$ cat config.mk
export PLATFORM = sky130hd
export DESIGN_NAME = uart_wrapper
export DESIGN_NICKNAME = d
export VERILOG_FILES = /design/src/rtl/uart_wrapper_pkg.sv /design/src/rtl/uart_wrapper_uart.sv /design/src/rtl/uart_wrapper.sv
export SDC_FILE = /design/constraint.sdc
export NUM_CORES = 1
export LEC_CHECK = 0
export CORE_MARGIN = 2
export CORE_UTILIZATION = 55
export DETAILED_ROUTE_END_ITERATION = 6
export DONT_BUFFER_PORTS = 1
export GPL_TIMING_DRIVEN = 1
export HOLD_SLACK_MARGIN = 0.05
export PLACE_DENSITY = 0.77
export SLEW_MARGIN = 20
export SYNTH_ARGS = -nofsm -noshare
export SYNTH_HDL_FRONTEND = slang
export SYNTH_SLANG_ARGS = --single-unit
$ cat constraint.sdc
create_clock -name clk -period 5.44 [get_ports clk]
set_input_delay 0.816 -clock clk [delete_from_list [all_inputs] [get_ports clk]]
set_output_delay 0.816 -clock clk [all_outputs]
set_load 0.005 [all_outputs]
$ cat src/rtl/uart_wrapper_pkg.sv
// Shared constants and types for the UART command wrapper.
package uart_wrapper_pkg;

  // Default clk cycles per UART bit (50 MHz / 19200 baud)
  localparam int unsigned BAUD_DIV_DEFAULT = 2604;

  // Byte-pairing states: waiting for the high byte or for the low byte
  typedef enum logic {
    WAIT_HI = 1'b0,
    WAIT_LO = 1'b1
  } wrap_state_e;

  // Response codes
  localparam logic [7:0] POS_ACK = 8'hA5;

endpackage

$ cat src/rtl/uart_wrapper_uart.sv
// 8N1 UART: synchronized receiver with rx_rdy/rx_err strobes, and a transmitter
// with trmt/tx_done handshake. Receive and transmit run independently.
module uart
  import uart_wrapper_pkg::*;
#(
  parameter int unsigned BAUD_DIV = BAUD_DIV_DEFAULT
) (
  input  logic       clk,
  input  logic       rst_n,
  input  logic       RX,
  input  logic       clr_rx_rdy,
  input  logic [7:0] tx_data,
  input  logic       trmt,
  output logic       TX,
  output logic [7:0] rx_data,
  output logic       rx_rdy,
  output logic       rx_err,
  output logic       tx_done
);

  localparam int unsigned HALF3 = BAUD_DIV * 3 / 2;
  localparam int unsigned CW    = $clog2(HALF3 + 1);

  logic          rx_meta_q, rx_sync_q, rx_prev_q;
  logic          rx_busy_q, rx_busy_d;
  logic [CW-1:0] rx_cnt_q, rx_cnt_d;
  logic [3:0]    rx_bit_q, rx_bit_d;
  logic [7:0]    rx_shift_q, rx_shift_d;
  logic          rx_rdy_q, rx_rdy_d;
  logic          rx_err_q, rx_err_d;

  logic          tx_busy_q, tx_busy_d;
  logic [CW-1:0] tx_cnt_q, tx_cnt_d;
  logic [3:0]    tx_bit_q, tx_bit_d;
  logic [9:0]    tx_shift_q, tx_shift_d;
  logic          tx_done_q, tx_done_d;

  // Two-flop synchronizer (preset high = idle line) plus a delayed copy for edge detect
  always_ff @(posedge clk or negedge rst_n) begin
    if (!rst_n) begin
      rx_meta_q <= 1'b1;
      rx_sync_q <= 1'b1;
      rx_prev_q <= 1'b1;
    end else begin
      rx_meta_q <= RX;
      rx_sync_q <= rx_meta_q;
      rx_prev_q <= rx_sync_q;
    end
  end

  // Receiver next state: start on falling edge, sample at bit centres, idle at stop centre
  always_comb begin
    rx_busy_d  = rx_busy_q;
    rx_cnt_d   = rx_cnt_q;
    rx_bit_d   = rx_bit_q;
    rx_shift_d = rx_shift_q;
    rx_rdy_d   = rx_rdy_q;
    rx_err_d   = 1'b0;
    if (clr_rx_rdy) rx_rdy_d = 1'b0;
    if (!rx_busy_q) begin
      if (rx_prev_q && !rx_sync_q) begin
        rx_busy_d = 1'b1;
        rx_cnt_d  = CW'(HALF3 - 1);
        rx_bit_d  = '0;
      end
    end else if (rx_cnt_q == '0) begin
      rx_cnt_d = CW'(BAUD_DIV - 1);
      if (rx_bit_q == 4'd8) begin
        rx_busy_d = 1'b0;
        if (rx_sync_q) rx_rdy_d = 1'b1;
        else           rx_err_d = 1'b1;
      end else begin
        rx_shift_d = {rx_sync_q, rx_shift_q[7:1]};
        rx_bit_d   = rx_bit_q + 4'd1;
      end
    end else begin
      rx_cnt_d = rx_cnt_q - 1'b1;
    end
  end

  // Receiver state register
  always_ff @(posedge clk or negedge rst_n) begin
    if (!rst_n) begin
      rx_busy_q  <= 1'b0;
      rx_cnt_q   <= '0;
      rx_bit_q   <= '0;
      rx_shift_q <= '0;
      rx_rdy_q   <= 1'b0;
      rx_err_q   <= 1'b0;
    end else begin
      rx_busy_q  <= rx_busy_d;
      rx_cnt_q   <= rx_cnt_d;
      rx_bit_q   <= rx_bit_d;
      rx_shift_q <= rx_shift_d;
      rx_rdy_q   <= rx_rdy_d;
      rx_err_q   <= rx_err_d;
    end
  end

  // Transmitter next state: load {stop, data, start} on trmt when idle, shift every bit period
  always_comb begin
    tx_busy_d  = tx_busy_q;
    tx_cnt_d   = tx_cnt_q;
    tx_bit_d   = tx_bit_q;
    tx_shift_d = tx_shift_q;
    tx_done_d  = tx_done_q;
    if (!tx_busy_q) begin
      if (trmt) begin
        tx_shift_d = {1'b1, tx_data, 1'b0};
        tx_busy_d  = 1'b1;
        tx_cnt_d   = CW'(BAUD_DIV - 1);
        tx_bit_d   = '0;
        tx_done_d  = 1'b0;
      end
    end else if (tx_cnt_q == '0) begin
      tx_cnt_d = CW'(BAUD_DIV - 1);
      if (tx_bit_q == 4'd9) begin
        tx_busy_d = 1'b0;
        tx_done_d = 1'b1;
      end else begin
        tx_shift_d = {1'b1, tx_shift_q[9:1]};
        tx_bit_d   = tx_bit_q + 4'd1;
      end
    end else begin
      tx_cnt_d = tx_cnt_q - 1'b1;
    end
  end

  // Transmitter state register
  always_ff @(posedge clk or negedge rst_n) begin
    if (!rst_n) begin
      tx_busy_q  <= 1'b0;
      tx_cnt_q   <= '0;
      tx_bit_q   <= '0;
      tx_shift_q <= '1;
      tx_done_q  <= 1'b0;
    end else begin
      tx_busy_q  <= tx_busy_d;
      tx_cnt_q   <= tx_cnt_d;
      tx_bit_q   <= tx_bit_d;
      tx_shift_q <= tx_shift_d;
      tx_done_q  <= tx_done_d;
    end
  end

  assign TX      = tx_busy_q ? tx_shift_q[0] : 1'b1;
  assign rx_data = rx_shift_q;
  assign rx_rdy  = rx_rdy_q;
  assign rx_err  = rx_err_q;
  assign tx_done = tx_done_q;

endmodule

$ cat src/rtl/uart_wrapper.sv
// Pairs received UART bytes into 16-bit commands and forwards responses to the transmitter.
module uart_wrapper
  import uart_wrapper_pkg::*;
#(
  parameter int unsigned BAUD_DIV = BAUD_DIV_DEFAULT
) (
  input  logic        clk,
  input  logic        rst_n,
  input  logic        RX,
  output logic        TX,
  output logic [15:0] cmd,
  output logic        cmd_rdy,
  input  logic        clr_cmd_rdy,
  input  logic [7:0]  resp,
  input  logic        trmt,
  output logic        tx_done
);

  wrap_state_e state_q, state_d;
  logic [7:0]  hi_q, hi_d;
  logic [15:0] cmd_q, cmd_d;
  logic        cmd_rdy_q, cmd_rdy_d;
  logic [7:0]  rx_data;
  logic        rx_rdy, rx_err, clr_rx_rdy;

  // rx_rdy is consumed the cycle it appears, so it acts as a one-cycle byte strobe
  assign clr_rx_rdy = rx_rdy;

  uart #(.BAUD_DIV(BAUD_DIV)) u_uart (
    .clk       (clk),
    .rst_n     (rst_n),
    .RX        (RX),
    .clr_rx_rdy(clr_rx_rdy),
    .tx_data   (resp),
    .trmt      (trmt),
    .TX        (TX),
    .rx_data   (rx_data),
    .rx_rdy    (rx_rdy),
    .rx_err    (rx_err),
    .tx_done   (tx_done)
  );

  // Byte-pairing next state; a completed command's set of cmd_rdy wins over a coincident clear
  always_comb begin
    state_d   = state_q;
    hi_d      = hi_q;
    cmd_d     = cmd_q;
    cmd_rdy_d = cmd_rdy_q;
    if (clr_cmd_rdy) cmd_rdy_d = 1'b0;
    case (state_q)
      WAIT_HI: begin
        if (rx_rdy) begin
          hi_d      = rx_data;
          cmd_rdy_d = 1'b0;
          state_d   = WAIT_LO;
        end
      end
      WAIT_LO: begin
        if (rx_rdy) begin
          cmd_d     = {hi_q, rx_data};
          cmd_rdy_d = 1'b1;
          state_d   = WAIT_HI;
        end else if (rx_err) begin
          state_d = WAIT_HI;
        end
      end
      default: state_d = WAIT_HI;
    endcase
  end

  // Pairing state register
  always_ff @(posedge clk or negedge rst_n) begin
    if (!rst_n) begin
      state_q   <= WAIT_HI;
      hi_q      <= '0;
      cmd_q     <= '0;
      cmd_rdy_q <= 1'b0;
    end else begin
      state_q   <= state_d;
      hi_q      <= hi_d;
      cmd_q     <= cmd_d;
      cmd_rdy_q <= cmd_rdy_d;
    end
  end

  assign cmd     = cmd_q;
  assign cmd_rdy = cmd_rdy_q;

endmodule

Word level (Yosys, flattened, before mapping)
Index checks and enable logic that the tools add are counted.
{ "op_classes": {"n_addsub": 4, "eq_ne": 7, "n_mux": 47, "bitwise": 2, "n_reduce_logical": 12} }
{ "op_table": {"columns": ["cell", "count"], "rows": [
  ["$mux W12", 6],
  ["$mux W10", 4],
  ["$mux W4", 8],
  ["$mux W1", 27],
  ["$logic_not A12 Y1", 2],
  ["$sub A12 B1 Y12 const B", 2],
  ["$reduce_and A3 Y1", 4],
  ["$ne A2 B2 Y1 const B", 5],
  ["$add A4 B1 Y4 const B", 2],
  ["$eq A4 B4 Y1 const B", 2],
  ["$pmux W1 S2", 2],
  ["$reduce_and A2 Y1", 2],
  ["$reduce_bool A2 Y1", 2],
  ["$not A1 Y1", 2],
  ["$logic_and A1 B1 Y1", 1],
  ["$logic_not A1 Y1", 1]
]} }
{ "totals": {"reg_bits": 84, "inputBits": 13, "output_inout_bits": 19, "word_cells": 90} }

Longest topological paths before layout
{ "depth": {"ltp_word": 4, "mapped_depth": 7, "ltp_nobuf": 6} }

Modules after synthesis
Synthesis repeated with hierarchy kept, for this count alone.
{ "hier_totals": {"cells_unflattened": 343, "area_unflattened_um2": 3953.8} }
{ "modules_own_cells": {"columns": ["module", "instances", "cells_each", "area_each_um2", "seq_area_each_um2"], "rows": [
  ["uart", 1, 285, 2936.6, 1441.4],
  ["uart_wrapper", 1, 58, 1017.2, 650.6]
]} }

Worst setup path before layout
Ideal clock, no wire load.
{ "synth_timing": {"path_kind": "reg-to-reg", "from": "reg u_uart.tx_cnt_q[0]", "to": "reg u_uart.tx_cnt_q[10]", "setup_time_ns": 0.069, "arrival_ns": 1.988, "required_ns": 5.371, "setup_slack_ns": 3.383, "stages_incl_launch_ff": 7, "synth_period_minus_slack_ns": 2.057, "path_cell_list": "dfrtp_1 inv_1 ha_1 or4b_2 or3_1 or3_1 nand3_1"} }
{ "synth_via": {"elab_chain_len": 3} }
{ "synth_lines": {"columns": ["item", "line_no", "source"], "rows": [
  ["from (decl)", "uart_wrapper_uart.sv:33", "logic [CW-1:0] tx_cnt_q, tx_cnt_d;"],
  ["from (signal assigned)", "uart_wrapper_uart.sv:139", "tx_cnt_q <= tx_cnt_d;"],
  ["$sub A12 B1 Y12 / $logic_not A12 Y1 (equally long branches)", "uart_wrapper_uart.sv:125, uart_wrapper_uart.sv:115", null],
  ["$mux W12 (*)", "uart_wrapper_uart.sv:115", "end else if (tx_cnt_q == '0) begin"],
  ["$mux W12 (*)", "uart_wrapper_uart.sv:107", "if (!tx_busy_q) begin"]
]} }
Mark *: on every way between the ends. The rest lies on a longest branch, timed or not.
A chain may end at the register's enable or synchronous reset.

Final worst setup path
{ "layout_timing": {"from": "reg u_uart.rx_cnt_q[4]", "to": "reg u_uart.rx_shift_q[6] (netlist: u_uart.rx_data[6])"} }
{ "layout_via": {"elab_chain_len": 2} }
{ "layout_lines": {"columns": ["item", "line_no", "source"], "rows": [
  ["from (decl)", "uart_wrapper_uart.sv:26", "logic [CW-1:0] rx_cnt_q, rx_cnt_d;"],
  ["from (signal assigned)", "uart_wrapper_uart.sv:92", "rx_cnt_q <= rx_cnt_d;"],
  ["$logic_not A12 Y1", "uart_wrapper_uart.sv:66", "end else if (rx_cnt_q == '0) begin"],
  ["$reduce_and A3 Y1 (no line)", null, null],
  ["to (signal assigned)", "uart_wrapper_uart.sv:94", "rx_shift_q <= rx_shift_d;"],
  ["to (decl)", "uart_wrapper_uart.sv:28", "logic [7:0] rx_shift_q, rx_shift_d;"]
]} }
No other way between the ends.

==> key figures <==
Run status
  – Status: completed

STA
  – Max Fclk: 346 MHz
  – Final worst slack: 2.55 ns
  – Final worst-path cycle share: 0.532
  – Final setup viols: 0
  – Post-route minimum period: 2.89 ns
  – Final hold violations: 0
  – Clk_skew: 0.0140 ns
  – Relative slew slack: 0.271
  – Setup TNS: 0 ns
  – Worst slew pin tran: 1.09 ns
  – Final max-slew violation count: 0
  – Unrepaired setup endpoints after global routing: false

Floorplan
  – Chip Width: 88.2 µm
  – Height of the die: 88.2 µm
  – Initial Util: 0.571
  – # IOs: 32
  – Row cnt: 30
  – Die area: 7790 µm²
  – Core footprint: 6830 µm²

Routing
  – Detailed Route WL: 7020 µm
  – Vias per inst: 6.08
  – Routed Antenna Nets: 0
  – Vias post-DR: 2719
  – Detailed Routing Iterations Pass 1: 4
  – Wirelength per Cell: 15.7 µm
  – DRC: 0
  – DRT iter0 DRCs: 186

Final layout
  – Nets: 367
  – Antenna diode count: 0
  – Filler cells: 572
  – Area grow syn2layout: 6.06%
  – Core Util, Final: 0.606
  – Share of cells above drive strength 1: 0.205

Yosys
  – Post-synthesis sequential area ratio: 0.536
  – Synth area leaders: dfrtp_1, mux2_2, dfstp_2, nand2_1, ha_1
  – Synth Area in Simple Gates: 0.172
  – Number of enable flip-flop cells after synthesis: 0
  – #FFs+latches synth: 83
  – Warnings from Yosys: 0
  – Largest family of logic cells by synthesized area: simple AND/OR/NAND/NOR gates
  – Post-Synth XOR/XNOR Area: 0.00224
  – Post-synth net total: 370
  – Syn Std Cell Area: 3900 µm²
  – Top FF cell, synth: dfrtp_1
  – Yosys top cell area share: 0.455
  – Post-synthesis cell type count: 56
  – Adder-cell share of the synthesized area: 0.0256
  – Syn Inst Count: 349
  – Compound-cell area share of the yosys netlist: 0.137
  – Synth async-reset ratio: 1.00
  – Avg Cell Area, Syn: 11.2 µm²
  – Cell taking the most area after synthesis: dfrtp_1
  – Mux cell area share after synthesis: 0.0974

CTS
  – Post-CTS Setup Repair Bufs: 0
  – Clock Path Buffers: 2
  – Clk slew on worst S/H paths: 0.09 ns
  – Clock Latency Late Sink: 0.36 ns
  – Root Buffer: clkbuf_8
  – Hold-fix buffer count after cts: 0
  – Post-CTS sizing: 0
  – CTS tree: yes
  – Clock Sinks: 83
  – Num CTS Buffers: 9
  – CTS H-tree lvls: 3

Setup path
  – Crit path capture type: register
  – CP Data Required Time: 5.68 ns
  – WS Path Type: register to register
  – Nature of the critical path startpoint: register
  – Maximum fanout along the worst path: 12
  – WP data arrival: 3.14 ns

Run
  – Max-cap violation count: 0

Place
  – Port Buf Inserts: 0
  – DP Wirelength: 4740 µm
  – Worst slack, placed: 2.61 ns
  – GPL Wtd Cong: 0.883

Power and ir drop
  – Leakage power: 1.86 nW
  – Worst VDD drop: 0.143 mV
  – Pwr/cell area: 329 nW/µm²

Global routing
  – Largest net degree at the start of global routing: 84
  – Total Routing Usage GR: 0.199
  – First-pass GRT wire length: 12100 µm
  – Vias in the first global route: 2623
  – Initial antenna violation count: 0
  – GRT overflow: 0

Min path
  – Hold Crit Class: input port to async pin
-- area by class of cell --
cell class / count / area, µm² / share of cell area
flip-flops and latches: 83 / 2090 / 0.505
multi-input cells: 238 / 1700 / 0.409
well taps: 96 / 120 / 0.0290
clock inverters: 7 / 56.3 / 0.0136
inverters: 14 / 52.6 / 0.0127
clock buffers: 9 / 124 / 0.0299
-- per-layer routing --
layer	track usage	vias up	share of wire
met1	0.273	1346	0.46
met4	0.0964	0	0.019
met5	0	-	0
li1	-	1288	-
met2	0.301	73	0.47
met3	0.0448	12	0.049
-- per-stage QoR --
stage / cell area (µm²) / cells / power, mW / hold slack (ns)
floorplan: 3900 / 349 / 0.910 / 0.345
global placement: 3960 / 431 / 0.940 / 0.361
detailed placement: 3960 / 431 / 0.954 / 0.360
CTS: 4140 / 447 / 1.37 / 0.123
global route: 4140 / 447 / 1.44 / 0.106
finish: 4140 / 447 / 1.36 / 0.139
-- path summary, 6_finish.rpt --
path	to	depth (start not counted)	slack (ns)	start
max in group asynchronous	u_uart.tx_shift_q[7]	0	5.10	rst_n
max	u_uart.rx_data[6]	4	2.55	u_uart.rx_cnt_q[4]
min in group clk	u_uart.rx_sync_q	0	0.38	u_uart.rx_meta_q
min	u_uart.rx_cnt_q[2]	0	0.14	rst_n
min reg2reg	u_uart.rx_sync_q	0	0.38	u_uart.rx_meta_q
max reg2reg	u_uart.rx_data[6]	4	2.55	u_uart.rx_cnt_q[4]
-- synthesized netlist by cell type (4+ instances only) --
| library cell | count |
|---|---|
| nand2_1 | 27 |
| dfrtp_1 | 71 |
| o22ai_1 | 4 |
| o21ai_0 | 16 |
| a31oi_1 | 7 |
| inv_1 | 14 |
| nand4_1 | 7 |
| a21oi_1 | 15 |
| nor2b_1 | 4 |
| nand2b_1 | 4 |
| ha_1 | 8 |
| nor2_1 | 20 |
| o221a_1 | 6 |
| dfstp_2 | 12 |
| nor3b_1 | 4 |
| or4_1 | 4 |
| mux2_2 | 32 |
| nor3_1 | 8 |
| or3_1 | 11 |
| clkbuf_1 | 9 |
| nor4_1 | 5 |
| nand3_1 | 11 |
-- power by group --
part	switching (mW)	total [mW]	leakage [nW]	internal, mW
Combinational	0.101	0.184	0.751	0.0835
Clock	0.244	0.417	0.0914	0.173
Sequential	0.0851	0.762	1.02	0.677
-- worst max-delay path, cell delays in order, from the launching register on --
cell     delay [ns]
dfrtp_1        0.43
nor3_1         0.88
nand4_1        0.40
nor2b_1        0.66
mux2_2         0.41
-- flip-flops by register name, summed over array words and instances (netlist names), 4 cells and up --
| signal | flops |
|---|---|
| hi_q | 8 |
| u_uart.tx_bit_q | 4 |
| u_uart.tx_shift_q | 9 |
| u_uart.rx_data | 8 |
| cmd | 16 |
| u_uart.rx_cnt_q | 12 |
| u_uart.tx_cnt_q | 12 |
| u_uart.rx_bit_q | 4 |
-- placed cells by master, fill, tap and decap left out, types with 3 or more instances in the layout --
master    count
nand2b_1      4
dfrtp_1      71
o221a_1       6
nand2_1      27
o211ai_1      3
or4_1         4
or3_1        11
nand4_1       7
a31oi_1       7
mux2_2       32
nor4_1        5
o21ai_0      16
a21oi_1      15
nor3b_1       4
nand3_1      11
o31ai_1       3
or2_2         3
inv_6         5
nor2_1       20
dfstp_2      12
ha_1          8
nor2b_1       4
o22a_1        3
o22ai_1       4
inv_1        14
a21o_1        3
nor3_1        8
clkbuf_8      9
-- cell families after synthesis --
logic type	count (synthesis)
fa+ha+maj	8
simple gates	121
compound gates	74
flops	83
xor+xnor	1
mux	34
buf+inv	28
(Power assumes the default switching activity.)
